`src/rtl/decimal_fft_streamer.sv`:
```
// Captures one 8-bin FFT result frame (real/imag whole, frac, flag per bin) and streams it
// out as 16 words R0,I0,...,R7,I7 over a valid/ready handshake.
module decimal_fft_streamer #(
    parameter int NPTS = 8,
    parameter int W    = 16
) (
    input  logic              clk,
    input  logic              rst,
    input  logic              cap_valid,
    input  logic [NPTS*W-1:0] rwhole_bus,
    input  logic [NPTS*W-1:0] rfrac_bus,
    input  logic [NPTS-1:0]   rflag_bus,
    input  logic [NPTS*W-1:0] iwhole_bus,
    input  logic [NPTS*W-1:0] ifrac_bus,
    input  logic [NPTS-1:0]   iflag_bus,
    output logic              out_valid,
    input  logic              out_ready,
    output logic [W-1:0]      out_whole,
    output logic [W-1:0]      out_frac,
    output logic              out_flag,
    output logic              out_is_imag,
    output logic [2:0]        out_index,
    output logic              out_last,
    output logic              busy,
    output logic [7:0]        drop_cnt
);

    localparam int IW = $clog2(NPTS);
    localparam int KW = IW + 1;
    localparam logic [KW-1:0] KLAST = KW'(2 * NPTS - 1);

    typedef enum logic {IDLE, SEND} state_t;

    state_t              state_q, state_d;
    logic [KW-1:0]       k_q, k_d;
    logic [NPTS*W-1:0]   rwhole_q, rfrac_q, iwhole_q, ifrac_q;
    logic [NPTS-1:0]     rflag_q, iflag_q;
    logic [7:0]          drop_cnt_q;
    logic                load;
    logic                drop;
    logic [IW-1:0]       idx;

    // NOTE: sequential state uses non-blocking assignments so every register samples
    // pre-edge values regardless of process ordering.
    always_ff @(posedge clk or negedge rst) begin
        if (!rst) begin
            state_q <= IDLE;
            k_q     <= '0;
        end else begin
            state_q <= state_d;
            k_q     <= k_d;
        end
    end

    // NOTE: every comb output gets a default first, so no path leaves a latch behind.
    always_comb begin
        state_d = state_q;
        k_d     = k_q;
        load    = 1'b0;
        drop    = 1'b0;
        case (state_q)
            IDLE: begin
                if (cap_valid) begin
                    load    = 1'b1;
                    k_d     = '0;
                    state_d = SEND;
                end
            end
            SEND: begin
                if (out_ready) begin
                    if (k_q == KLAST) begin
                        k_d = '0;
                        // A capture landing on the final accept chains straight into the next frame.
                        if (cap_valid) load = 1'b1;
                        else           state_d = IDLE;
                    end else begin
                        k_d = k_q + KW'(1);
                    end
                end
                drop = cap_valid && !(out_ready && (k_q == KLAST));
            end
            default: state_d = IDLE;
        endcase
    end

    // NOTE: the frame registers are reset too, because the outputs must read zero during reset.
    always_ff @(posedge clk or negedge rst) begin
        if (!rst) begin
            rwhole_q <= '0;
            rfrac_q  <= '0;
            rflag_q  <= '0;
            iwhole_q <= '0;
            ifrac_q  <= '0;
            iflag_q  <= '0;
        end else if (load) begin
            rwhole_q <= rwhole_bus;
            rfrac_q  <= rfrac_bus;
            rflag_q  <= rflag_bus;
            iwhole_q <= iwhole_bus;
            ifrac_q  <= ifrac_bus;
            iflag_q  <= iflag_bus;
        end
    end

    always_ff @(posedge clk or negedge rst) begin
        if (!rst) begin
            drop_cnt_q <= '0;
        end else if (drop && (drop_cnt_q != 8'hFF)) begin
            drop_cnt_q <= drop_cnt_q + 8'd1;
        end
    end

    // Fields are passed through untouched; k[0] picks real/imag, k[KW-1:1] picks the bin.
    always_comb begin
        idx         = k_q[KW-1:1];
        out_valid   = (state_q == SEND);
        busy        = out_valid;
        out_last    = out_valid && (k_q == KLAST);
        out_is_imag = k_q[0];
        out_index   = 3'(idx);
        drop_cnt    = drop_cnt_q;
        if (k_q[0]) begin
            out_whole = iwhole_q[idx*W +: W];
            out_frac  = ifrac_q[idx*W +: W];
            out_flag  = iflag_q[idx];
        end else begin
            out_whole = rwhole_q[idx*W +: W];
            out_frac  = rfrac_q[idx*W +: W];
            out_flag  = rflag_q[idx];
        end
    end

endmodule

```
`config.mk`:
```
export PLATFORM = sky130hd
export DESIGN_NAME = decimal_fft_streamer
export DESIGN_NICKNAME = d
export VERILOG_FILES = /design/src/rtl/decimal_fft_streamer.sv
export SDC_FILE = /design/constraint.sdc
export NUM_CORES = 1
export LEC_CHECK = 0
export ABC_CLOCK_PERIOD_IN_PS = 4100
export BUFFER_PORTS_ARGS = -buffer_cell sky130_fd_sc_hd__buf_2
export CORE_MARGIN = 2
export CORE_UTILIZATION = 30
export DETAILED_ROUTE_END_ITERATION = 7
export GPL_ROUTABILITY_DRIVEN = 0
export HOLD_SLACK_MARGIN = 0.12
export MAX_ROUTING_LAYER = met4
export PLACE_DENSITY = 0.59
export SYNTH_ARGS = -nofsm -noshare
export SYNTH_HDL_FRONTEND = slang
export SYNTH_SLANG_ARGS = --single-unit
```
`constraint.sdc`:
```
create_clock -name clk -period 4.1 [get_ports clk]
set_input_delay 0.205 -clock clk [delete_from_list [all_inputs] [get_ports clk]]
set_output_delay 0.205 -clock clk [all_outputs]
set_load 0.005 [all_outputs]
```
==> flow_metrics.tcl, run 1 <==
set metrics [dict create \
    status "finished, final reports clean" \
    switching_share 0.3273 \
    p_int_mw 16.16 \
    setup_viol 0 \
    post_cts_buffers 0 \
    crit_family "flip-flops" \
    p_leak_nw 16.22 \
    p_comb_frac 0.355 \
    drtPass1Iterations 5 \
    antenna_left 0 \
    area_delta_synth_final_pct 47.78 \
    min_period_over_period 0.8277 \
    route.detailed.drc 0 \
    postSynthAreaPerCell_um2 15.21 \
    core_um2 80420 \
    drv_slew 0 \
    async_flop_share 1.000 \
    cts-root-buf "clkbuf_16" \
    critPathLaunchType "flop" \
    io_pins 580 \
    syn_inst 1602 \
    worstSkewPairLatency_ps 600 \
    drive_gt1_frac 0.4659 \
    io_buffers 579 \
    max-cap-violations 0 \
    antenna_found_initial 16 \
    clock-skew-final_ps 16.15 \
    tns_ps 0 \
    routed_wl_mm 81.06 \
    rsz0062_at_grt "no" \
    cts.clk_slew.worst_paths_ps 60 \
    required_ps 3890 \
    path_class "reg -> out" \
    grt_pass1_wl_mm 121.0 \
    critical-path-slowest-cell "dfrtp_4" \
    nets 3244 \
    hold_viol 0 \
    grt.total_usage 0.1967 \
    seqPwrFrac 0.405 \
    vias_per_cell 4.754 \
    crit_path_max_incr_delay_ps 770 \
    final_common_cell "buf_2" \
    synth_seq_cells 541 \
    std_cell_rows 104 \
    cp_cell_sequence "buf_12 > mux2i_1 > a22oi_1 > nand3_1 > nand2_1 > buf_2" \
    gr-total-overflow 0 \
    start_util 0.3029 \
    crit_cells 6 \
    grt_max_degree 91 \
    vias 18230 \
    cts_htree_levels 3 \
    synth_edf_count 0 \
    initialDrtViolationCount 1032 \
    crit_arrival_ps 3190 \
    die_h_um 289.0 \
    cts_buffer_depth 3 \
    max_freq_mhz 294.7 \
    preCtsSetupSlack_ps 1065 \
    synth_fp_nets 2136 \
    die_w_um 289.0 \
    layout_common_cells "578 x buf_2, 537 x dfrtp_1, 532 x dlygate4sd3_1" \
    p_switching_mw 7.863 \
    p_per_area_nw_per_um2 667.2 \
    worstMarginPinSlew_ps 938.2 \
    critical_path.endpoint_type "primary output" \
    clockPowerShare 0.240 \
    dieArea_um2 83500 \
    holdWs_ps 275.5 \
    cts_buffers 66 \
    wl_per_cell_um 21.14 \
    r2r_cells 6 \
    syn_area_um2 24360 \
    path_max_fanout 86 \
    post-route-min-period_ps 3394 \
    relSlewSlack 0.3739 \
    ir_worst_vdd_mv 0.3445 \
    synth_seq_area_share 0.5557 \
    path_buf_inv 2 \
    yosysWarnings 0 \
    synth_ff_type "dfrtp_1" \
    dp_hpwl_mm 55.84 \
    fin_ws_ps 706.3 \
    cts_tree "yes" \
    grt_pass1_vias 20470 \
    hp-class "in -> async" \
    synthDistinctLibCells 31 \
    cts_num_sinks 541 \
]
[per-layer routing]
| metal | part of all wire | track usage | vias to the layer above |
|---|---|---|---|
| met3 | 0.049 | 0.03236 | 155 |
| met4 | 0.031 | 0.07655 | 0 |
| li1 | - | - | 8186 |
| met2 | 0.49 | 0.3166 | 532 |
| met1 | 0.43 | 0.2481 | 9358 |
| met5 | 0 | - | - |
[synthesized netlist by cell type (all sizes together), types with 2 or more instances]
cell type	instances	area (um2)
nor2b	4	25.02
mux2i	128	1281
o21ai	3	15.01
a22oi	97	728.2
ha	2	25.02
clkbuf	24	90.09
nand2	38	142.6
xor2	6	52.55
a21oi	3	18.77
nor4	2	12.51
buf	92	598.1
mux2	530	5968
nand4	3	18.77
nor2	7	26.28
nor3	2	10.01
dfrtp	541	13540
mux4	68	1531
inv	2	7.510
nand3	42	210.2
[logic make-up (layout without fill, tap and decap cells)]
group,count (synthesis),count (layout),synth area share
AOI/OAI and AO/OA,106,106,0.03236
xor gates and xnor gates,6,6,0.002157
adders and majority gates,2,2,0.001027
buffers and inverters,118,1272,0.02856
DFF,541,541,0.5557
muxes,726,726,0.3604
other,0,19,0
and+or+nand+nor,103,103,0.01977
[sequential cells by signal, indices dropped and copies added (netlist names)]
signal,cells
rwhole_q,128
drop_cnt,8
rfrac_q,128
ifrac_q,128
rflag_q,8
iwhole_q,128
busy,1
iflag_q,8
k_q,4
[metrics by stage]
stage / std cells / power [mW] / cell area, um2 / util
floorplan: 1602 / 14.54 / 24360 / -
global placement: 3170 / 17.50 / 28490 / 0.3542
detailed placement: 3170 / 17.93 / 28490 / 0.3542
CTS: 3816 / 24.23 / 35950 / 0.4471
global route: 3831 / 25.48 / 35990 / 0.4476
finish: 3835 / 24.02 / 36000 / 0.4477
[area by class of cell]
class,count,area (um2)
Timing Repair Buffer,1156,8758
Multi-Input combinational cell,943,10170
Clock inverter,21,217.7
Tap cell,1060,1326
Inverter,2,7.507
Fill cell,7177,44420
Sequential cell,541,13550
Clock buffer,93,1924
Antenna cell,19,47.55
[path summary, 6_finish.rpt]
path,slack [ps],startpoint,to
worst max-delay path,710,k_q[0]$_DFFE_PN0P_,out_frac[15]
worst min-delay path,280,rst,iwhole_q[12]$_DFFE_PN0P_
worst max register to register,1010,k_q[0]$_DFFE_PN0P_,rfrac_q[103]$_DFFE_PN0P_
worst min register to register,480,rfrac_q[16]$_DFFE_PN0P_,rfrac_q[16]$_DFFE_PN0P_
max in group asynchronous,2720,rst,rwhole_q[106]$_DFFE_PN0P_
min in group clk,360,rfrac_bus[14],rfrac_q[14]$_DFFE_PN0P_
[power groups by stage]
stage          clock [mW]  combinational [mW]  sequential, mW
3_5_place_dp            0                8.15            9.78
4_1_cts              5.94                8.59            9.70
5_1_grt              6.19                9.22            10.1
6_report             5.77                8.52            9.73
3_3_place_gp            0                7.91            9.59
2_1_floorplan           0                5.56            8.98
[what timing repair did]
action | 4_1_cts | 5_1_grt
hold buffers | 532 | 0
hold endpoints to repair | 613 | 0
gates resized for setup | 0 | 0
Power figures use the tool's default switching activity.
==> run 2, diff against run 1 <==
--- a/config.mk
+++ b/config.mk
@@ -5,7 +5,7 @@
 export SDC_FILE = /design/constraint.sdc
 export NUM_CORES = 1
 export LEC_CHECK = 0
-export ABC_CLOCK_PERIOD_IN_PS = 4100
+export ABC_CLOCK_PERIOD_IN_PS = 2800
 export BUFFER_PORTS_ARGS = -buffer_cell sky130_fd_sc_hd__buf_2
 export CORE_MARGIN = 2
 export CORE_UTILIZATION = 30
@@ -13,7 +13,7 @@
 export GPL_ROUTABILITY_DRIVEN = 0
 export HOLD_SLACK_MARGIN = 0.12
 export MAX_ROUTING_LAYER = met4
-export PLACE_DENSITY = 0.59
+export PLACE_DENSITY = 0.6
 export SYNTH_ARGS = -nofsm -noshare
 export SYNTH_HDL_FRONTEND = slang
 export SYNTH_SLANG_ARGS = --single-unit
==> constraint.sdc (replaced) <==
create_clock -name clk -period 2.8 [get_ports clk]
set_input_delay 0.14 -clock clk [delete_from_list [all_inputs] [get_ports clk]]
set_output_delay 0.14 -clock clk [all_outputs]
set_load 0.005 [all_outputs]
==> flow_metrics.tcl, run 2 (synthesis results as in run 1) <==
set metrics [dict create \
    status "finished, final reports clean" \
    cts_tree "yes" \
    start_util 0.3029 \
    setup_viol 0 \
    std_cell_rows 104 \
    critical_path.endpoint_type "primary output" \
    post-route-min-period_ps 2757 \
    antenna_found_initial 21 \
    grt_pass1_wl_mm 124.5 \
    die_h_um 289.0 \
    dieArea_um2 83500 \
    path_max_fanout 15 \
    worstSkewPairLatency_ps 620 \
    crit_arrival_ps 2620 \
    max_freq_mhz 362.7 \
    r2r_cells 6 \
    clock-skew-final_ps 25.46 \
    hp-class "in -> reg" \
    initialDrtViolationCount 863 \
    layout_common_cells "578 x buf_2, 537 x dfrtp_1, 534 x dlygate4sd3_1" \
    wl_per_cell_um 21.59 \
    holdPathStages 3 \
    min_period_over_period 0.9846 \
    seq_area_um2 13550 \
    dp_hpwl_mm 56.17 \
    max-cap-violations 0 \
    vias 18680 \
    antenna_left 0 \
    p_per_area_nw_per_um2 987.2 \
    fin_cells 3892 \
    grt_max_degree 89 \
    rsz0062_at_grt "yes" \
    route.detailed.drc 0 \
    drtPass1Iterations 5 \
    path_class "reg -> out" \
    cts_htree_levels 3 \
    ir_worst_vdd_mv 0.6202 \
    nets 3294 \
    drv_slew 0 \
    grt.total_usage 0.2042 \
    cts.clk_slew.worst_paths_ps 60 \
    worstMarginPinSlew_ps 638.0 \
    dp_cells 3196 \
    cts-root-buf "clkbuf_16" \
    fillers 6982 \
    cts_buffer_depth 3 \
    io_pins 580 \
    grt_pass1_vias 21100 \
    reg2reg_slack_ps 260 \
    drive_gt1_frac 0.4808 \
    relSlewSlack 0.5746 \
    finalCoreUtilization 0.4584 \
    final_common_cell "buf_2" \
    area_delta_synth_final_pct 51.30 \
    gr-total-overflow 0 \
    cts_buffers 66 \
    hold_viol 0 \
    cts_num_sinks 541 \
    p_leak_nw 16.62 \
    routed_wl_mm 84.05 \
    critPathLaunchType "flop" \
    required_ps 2660 \
    die_w_um 289.0 \
    vias_per_cell 4.800 \
    io_buffers 579 \
    multiInputGateArea_um2 10310 \
    core_um2 80420 \
]
## run 2: cell count changes in the layout (fill, tap and decap cells not counted), moves of 6 or more
cell      before  now
buf_4         30   55
a22oi_1       97   77
clkbuf_1      11   19
a22oi_2        0   20
buf_12        15   21
## run 2: layer usage
layer / global-route usage / part of all wire / vias up
li1: - / - / 8318
met1: 0.2500 / 0.42 / 9512
met3: 0.03236 / 0.045 / 219
met5: - / 0 / -
met2: 0.3355 / 0.50 / 631
met4: 0.08621 / 0.037 / 0
## run 2: worst paths after layout
kind                                   startpoint                         to
max                            k_q[1]$_DFFE_PN0P_               out_whole[6]
min                               iwhole_bus[118]  iwhole_q[118]$_DFFE_PN0P_
max reg2reg                    k_q[0]$_DFFE_PN0P_    rfrac_q[77]$_DFFE_PN0P_
min reg2reg                rfrac_q[0]$_DFFE_PN0P_     rfrac_q[0]$_DFFE_PN0P_
max in group asynchronous                     rst   iwhole_q[28]$_DFFE_PN0P_
min in group asynchronous                     rst   rwhole_q[39]$_DFFE_PN0P_
## run 2: cell type report
class                           instances  area share
Antenna cell                           24    0.001629
Clock buffer                           95     0.05048
Clock inverter                         21    0.007502
Inverter                                2   0.0002037
Multi-Input combinational cell        943      0.2796
Sequential cell                       541      0.3676
Tap cell                             1060     0.03598
Timing Repair Buffer                 1206      0.2570
## run 2: power by group
group          switching, mW  internal [mW]  total [mW]  leakage (nW)
Combinational           6.21           7.68        13.9          8.97
Sequential              2.25           11.8        14.0          6.61
Clock                   3.51           4.97        8.48          1.05
## run 2: stage by stage
step           power (mW)  hold slack, ps  setup TNS (ps)  cell area [um2]  setup WS (ps)
4_1_cts             36.42           225.2               0            36680          13.93
3_3_place_gp        25.83           178.6               0            28760          408.7
6_report            36.39           290.1               0            36860          43.10
5_1_grt             38.50           270.2          -117.1            36850         -37.88
2_1_floorplan       21.29          -155.6               0            24360          929.2
3_5_place_dp        26.40           187.1               0            28760          312.4
## run 2: critical path: stages (launching register included)
cell and delay [ps]:
dfrtp_4 530, buf_6 280, mux4_2 570, a22oi_2 370, nand2_1 110, buf_2 150
## run 2: timing repair
| item | in CTS | in global routing |
|---|---|---|
| endpoints found under the setup margin | 32 | 20 |
| gates cloned | 6 | 0 |
| pin swaps | 1 | 1 |
| gates resized for setup | 29 | 13 |
| hold buffers | 534 | 0 |
| hold endpoints to repair | 847 | 0 |
| setup buffers | 8 | 8 |
